==> config.mk <==
export PLATFORM = sky130hd
export DESIGN_NAME = wb_port_arbiter
export DESIGN_NICKNAME = d
export VERILOG_FILES = /design/src/rtl/mips_lite_pkg.sv /design/src/rtl/ld_track_pipe.sv /design/src/rtl/wb_port_arbiter.sv
export SDC_FILE = /design/constraint.sdc
export NUM_CORES = 1
export LEC_CHECK = 0
export ABC_AREA = 1
export BUFFER_PORTS_ARGS = -buffer_cell sky130_fd_sc_hd__clkbuf_2
export CAP_MARGIN = 20
export CORE_AREA = 3 3 40 42
export CTS_BUF_LIST = sky130_fd_sc_hd__clkbuf_2
export DETAILED_ROUTE_END_ITERATION = 16
export DIE_AREA = 0 0 43 45
export PLACE_DENSITY = 0.51
export SLEW_MARGIN = 20
export SYNTH_ARGS = -nofsm -noshare
export SYNTH_HDL_FRONTEND = slang
export SYNTH_SLANG_ARGS = --single-unit
==> constraint.sdc <==
create_clock -name i_clk -period 1.97 [get_ports i_clk]
set_input_delay 0.394 -clock i_clk [delete_from_list [all_inputs] [get_ports i_clk]]
set_output_delay 0.394 -clock i_clk [all_outputs]
set_load 0.02 [all_outputs]
==> src/rtl/mips_lite_pkg.sv <==
// Shared definitions for the mips-lite datapath: writeback mux encodings,
// the default register address width and the writeback arbiter state type.
package mips_lite_pkg;

    localparam logic REG_SRC_ALU  = 1'b0;
    localparam logic REG_SRC_DMEM = 1'b1;

    localparam int DEFAULT_RA_W = 3;

    typedef enum logic {
        WB_RUN   = 1'b0,
        WB_BLOCK = 1'b1
    } wb_state_t;

endpackage

==> src/rtl/ld_track_pipe.sv <==
// Delay line following each issued load until its data appears on the DMem
// return bus; the last stage marks the cycle that data is valid.
module ld_track_pipe #(
    parameter int DMEM_LAT = 1,
    parameter int RA_W     = 3
) (
    input  logic            i_clk,
    input  logic            i_rst,
    input  logic            i_v,
    input  logic [RA_W-1:0] i_rd,
    output logic            o_v,
    output logic [RA_W-1:0] o_rd
);

    logic [DMEM_LAT-1:0] r_v;
    logic [RA_W-1:0]     r_rd [DMEM_LAT];

    always_ff @(posedge i_clk) begin
        if (i_rst) begin
            r_v <= '0;
            for (int i = 0; i < DMEM_LAT; i++) begin
                r_rd[i] <= '0;
            end
        end else begin
            r_v[0]  <= i_v;
            r_rd[0] <= i_rd;
            for (int i = 1; i < DMEM_LAT; i++) begin
                r_v[i]  <= r_v[i-1];
                r_rd[i] <= r_rd[i-1];
            end
        end
    end

    assign o_v  = r_v[DMEM_LAT-1];
    assign o_rd = r_rd[DMEM_LAT-1];

endmodule

==> src/rtl/wb_port_arbiter.sv <==
// Arbitrates the single register-file write port between ALU results and
// fixed-latency load returns, and throttles load issue when the ALU starves.
module wb_port_arbiter
    import mips_lite_pkg::*;
#(
    parameter int RA_W       = DEFAULT_RA_W,
    parameter int DMEM_LAT   = 1,
    parameter int STARVE_MAX = 3,
    parameter bit R0_ZERO    = 1'b1
) (
    input  logic            i_clk,
    input  logic            i_rst,
    input  logic            i_alu_valid,
    input  logic [RA_W-1:0] i_alu_rd,
    output logic            o_alu_ready,
    input  logic            i_ld_issue,
    input  logic [RA_W-1:0] i_ld_rd,
    output logic            o_ld_block,
    output logic            o_reg_src_cntrl,
    output logic            o_reg_we,
    output logic [RA_W-1:0] o_reg_waddr,
    output logic            o_proto_err
);

    localparam int CNT_W = $clog2(STARVE_MAX + 1);
    localparam logic [CNT_W-1:0] CNT_MAX  = CNT_W'(STARVE_MAX);
    localparam logic [CNT_W-1:0] CNT_LAST = CNT_W'(STARVE_MAX - 1);

    wb_state_t        r_state;
    wb_state_t        w_state_nxt;
    logic [CNT_W-1:0] r_starve_cnt;
    logic             r_proto_err;

    logic             w_ld_track;
    logic             w_ret_v;
    logic [RA_W-1:0]  w_ret_rd;
    logic             w_alu_ready;
    logic             w_alu_blocked;
    logic             w_src;
    logic             w_we;
    logic [RA_W-1:0]  w_waddr;

    assign w_ld_track = i_ld_issue && (r_state != WB_BLOCK);

    ld_track_pipe #(
        .DMEM_LAT (DMEM_LAT),
        .RA_W     (RA_W)
    ) u_ld_track (
        .i_clk (i_clk),
        .i_rst (i_rst),
        .i_v   (w_ld_track),
        .i_rd  (i_ld_rd),
        .o_v   (w_ret_v),
        .o_rd  (w_ret_rd)
    );

    // A returning load must win: its data exists on the bus for this cycle only.
    always_comb begin
        w_src       = REG_SRC_ALU;
        w_we        = 1'b0;
        w_waddr     = '0;
        w_alu_ready = 1'b0;
        if (!i_rst) begin
            if (w_ret_v) begin
                w_src   = REG_SRC_DMEM;
                w_waddr = w_ret_rd;
                w_we    = !(R0_ZERO && (w_ret_rd == '0));
            end else if (i_alu_valid) begin
                w_src       = REG_SRC_ALU;
                w_waddr     = i_alu_rd;
                w_we        = !(R0_ZERO && (i_alu_rd == '0));
                w_alu_ready = 1'b1;
            end
        end
    end

    assign w_alu_blocked = i_alu_valid && !w_alu_ready;

    always_comb begin
        w_state_nxt = r_state;
        case (r_state)
            WB_RUN: begin
                if (w_alu_blocked && (r_starve_cnt == CNT_LAST)) begin
                    w_state_nxt = WB_BLOCK;
                end
            end
            WB_BLOCK: begin
                if (w_alu_ready || !i_alu_valid) begin
                    w_state_nxt = WB_RUN;
                end
            end
            default: w_state_nxt = WB_RUN;
        endcase
    end

    always_ff @(posedge i_clk) begin
        if (i_rst) begin
            r_state      <= WB_RUN;
            r_starve_cnt <= '0;
            r_proto_err  <= 1'b0;
        end else begin
            r_state <= w_state_nxt;
            if (w_alu_blocked) begin
                if (r_starve_cnt != CNT_MAX) begin
                    r_starve_cnt <= r_starve_cnt + 1'b1;
                end
            end else begin
                r_starve_cnt <= '0;
            end
            if (i_ld_issue && (r_state == WB_BLOCK)) begin
                r_proto_err <= 1'b1;
            end
        end
    end

    assign o_alu_ready     = w_alu_ready;
    assign o_ld_block      = (r_state == WB_BLOCK);
    assign o_reg_src_cntrl = w_src;
    assign o_reg_we        = w_we;
    assign o_reg_waddr     = w_waddr;
    assign o_proto_err     = r_proto_err;

endmodule

==> flow_metrics.env <==
export IMPL_status="finished, final reports clean"
export IMPL_rsz0062_at_grt="false"
export IMPL_holdBufCountCts=0
export IMPL_slew_violations=0
export IMPL_tritoncts_num_buffers=3
export IMPL_clk_path_buf_depth=2
export IMPL_total_power_mw=0.311
export IMPL_dr_pass1_iters=3
export IMPL_fin_crit_ns=1.51
export IMPL_grt_max_degree=9
export IMPL_clockRootBuffer="clkbuf_2"
export IMPL_die_area_um2=1940
export IMPL_row_count=13
export IMPL_grt_pass1_wl_um=1300
export IMPL_start_kind="flip-flop"
export IMPL_wire_per_inst_um=8.02
export IMPL_clk_pin_slew_worst_paths_ns=0.07
export IMPL_grt_antenna_before_repair=0
export IMPL_drc_errors=0
export IMPL_path_cells="inv_2 > nand2_2 > nor2_4 > nand2_1 > nand2_1 > clkbuf_2"
export IMPL_synth_area_um2=392
export IMPL_fin_skew_ns=0.00240
export IMPL_place_congestion=0.663
export IMPL_grt_overflow_total=0
export IMPL_cts_htree_levels=1
export IMPL_finalSetupViolCount=0
export IMPL_yosys_top_cells_area="dfxtp_1, nand2_1, nor2_1"
export IMPL_fin_tns_setup_ns=0
export IMPL_final_antenna_net_count=0
export IMPL_syn_nets=63
export IMPL_core_area_um2=1280
export IMPL_path_class="reg -> out"
export IMPL_cts_tree="yes"
export IMPL_syn_avg_cell_area_um2=7.68
export IMPL_cp_max_fo=5
export IMPL_final_nets=84
export IMPL_ys_types=13
export IMPL_synth_area_leader_cell="dfxtp_1"
export IMPL_postCtsSetupBuffers=0
export IMPL_peakVddDrop_uv=357
export IMPL_leakage_nw=0.293
export IMPL_finalCritPeriodShare_pct=76.4
export IMPL_die_x_um=43
export IMPL_port_buffers=17
export IMPL_routed_via_count=348
export IMPL_cp_common_cell="nand2_1"
export IMPL_crit_path_top_delay_cell="dfxtp_1"
export IMPL_max_freq_mhz=664
export IMPL_viasPerCell=4.09
export IMPL_start_util_pct=30.5
export IMPL_drt_iter0_markers=2
export IMPL_ys_ff_latch=8
export IMPL_fp_dieH_um=45
export IMPL_clk_latency_ns=0.23
export IMPL_critPathBufInv=2
export IMPL_drive_gt1_share_pct=35.7
export IMPL_drt_wl_total_um=682
export IMPL_synth_top_cell_area_share_pct=40.9
export IMPL_grt_pass1_vias=330
export IMPL_end_kind="primary output"
export IMPL_worst_ep_arrival_time_ns=1.11
export IMPL_cellPowerDensity_nw_per_um2=623
export IMPL_ctsResizeCount=0
export IMPL_ys_seq_area_share_pct=40.9
export IMPL_drv_cap=0
export IMPL_yosysWarnings=0
export IMPL_gr_usage_all_layers_pct=9.43
export IMPL_placed_cells=82
export IMPL_hold_viol=0
export IMPL_insertedDiodeCount=0
export IMPL_clock_sinks=8
export IMPL_max_slew_margin_pct=85.9
export IMPL_worstHoldPathType="in -> reg"
export IMPL_area_growth_pct=27.5
export IMPL_worst_pin_slew_ns=0.212
export IMPL_slowest_delay_ns=0.34
export IMPL_synthCells=51
export IMPL_io_pins=18
export IMPL_final_cells=85
export IMPL_worstPathRequired_ns=1.58
export IMPL_cp_top_family="flip-flops"
export IMPL_final_util_pct=38.9
metrics by stage:
step / instance area (um2) / worst slack (ns) / hold slack (ns)
global route: 499 / 0.331 / 0.341
floorplan: 392 / 0.626 / 0.484
detailed placement: 484 / 0.538 / 0.468
finish: 499 / 0.464 / 0.352
CTS: 499 / 0.447 / 0.350
global placement: 484 / 0.541 / 0.464
registers in the layout (all words and copies together) (netlist names):
name / cells
o_proto_err: 1
u_ld_track.o_v: 1
o_ld_block: 1
r_starve_cnt: 2
u_ld_track.r_rd: 3
worst reg2reg max path: cells and delay by family, from the launching register on:
kind                       cells  cell delay, ns
DFF                            1            0.37
adders and majority gates      1            0.27
AOI/OAI and AO/OA              1            0.11
and+or+nand+nor                2            0.08
buffers and inverters          1            0.06
worst paths after layout:
path / endpoint / start / slack [ns] / cells after the start
min: u_ld_track.r_rd[0][2] / i_ld_rd[2] / 0.35 / 3
max reg2reg: r_starve_cnt[1] / r_starve_cnt[0] / 0.98 / 5
max: o_reg_waddr[2] / u_ld_track.o_v / 0.46 / 6
min reg2reg: o_proto_err / o_proto_err / 0.48 / 2
cell type report:
class	count	area (um2)
Fill cell	144	786
Sequential cell	8	160
Clock buffer	3	15.0
Multi-Input combinational cell	35	194
Timing Repair Buffer	17	85.1
Tap cell	15	18.8
Inverter	7	26.3
kinds of logic (layout without fill, tap and decap cells):
group                    after synthesis  count (layout)  share of synthesized area (%)
AO/OA/AOI/OAI                          2               2                           2.56
XOR/XNOR                               1               1                           2.24
adder cells (fa/ha/maj)                2               2                           6.39
buffers and inverters                  8              27                           9.58
flip-flops                             8               8                           40.9
AND/OR/NAND/NOR                       30              30                           38.3
cells in the final DEF, fill, tap and decap left out, types with 2 or more instances in the layout:
cell type and instances:
a21oi_1 2, inv_1 6, clkbuf_2 20, nor2_1 11, nor2_4 2, nand2_1 14, dfxtp_1 8, ha_1 2
per-layer routing:
layer | part of all wire (%) | track usage (%) | vias up
li1 | - | - | 192
met2 | 45 | 15.3 | 16
met4 | 2.1 | 3.61 | 0
met3 | 15 | 7.17 | 2
met1 | 37 | 9.22 | 138
met5 | 0 | 0 | -
cells in the mapped netlist:
master	number
nor2_4	2
nand2_2	1
nand3b_4	1
nor2_1	11
buf_6	1
nand2_1	14
dfxtp_1	8
inv_2	1
ha_1	2
xor2_1	1
a21oi_1	2
nor3b_1	1
inv_1	6
power breakdown:
group / internal (mW) / total [mW] / switching [mW]
clock: 0.0415 / 0.0926 / 0.0511
combinational: 0.0198 / 0.0486 / 0.0288
sequential: 0.167 / 0.170 / 0.00313
(Power assumes the default switching activity.)
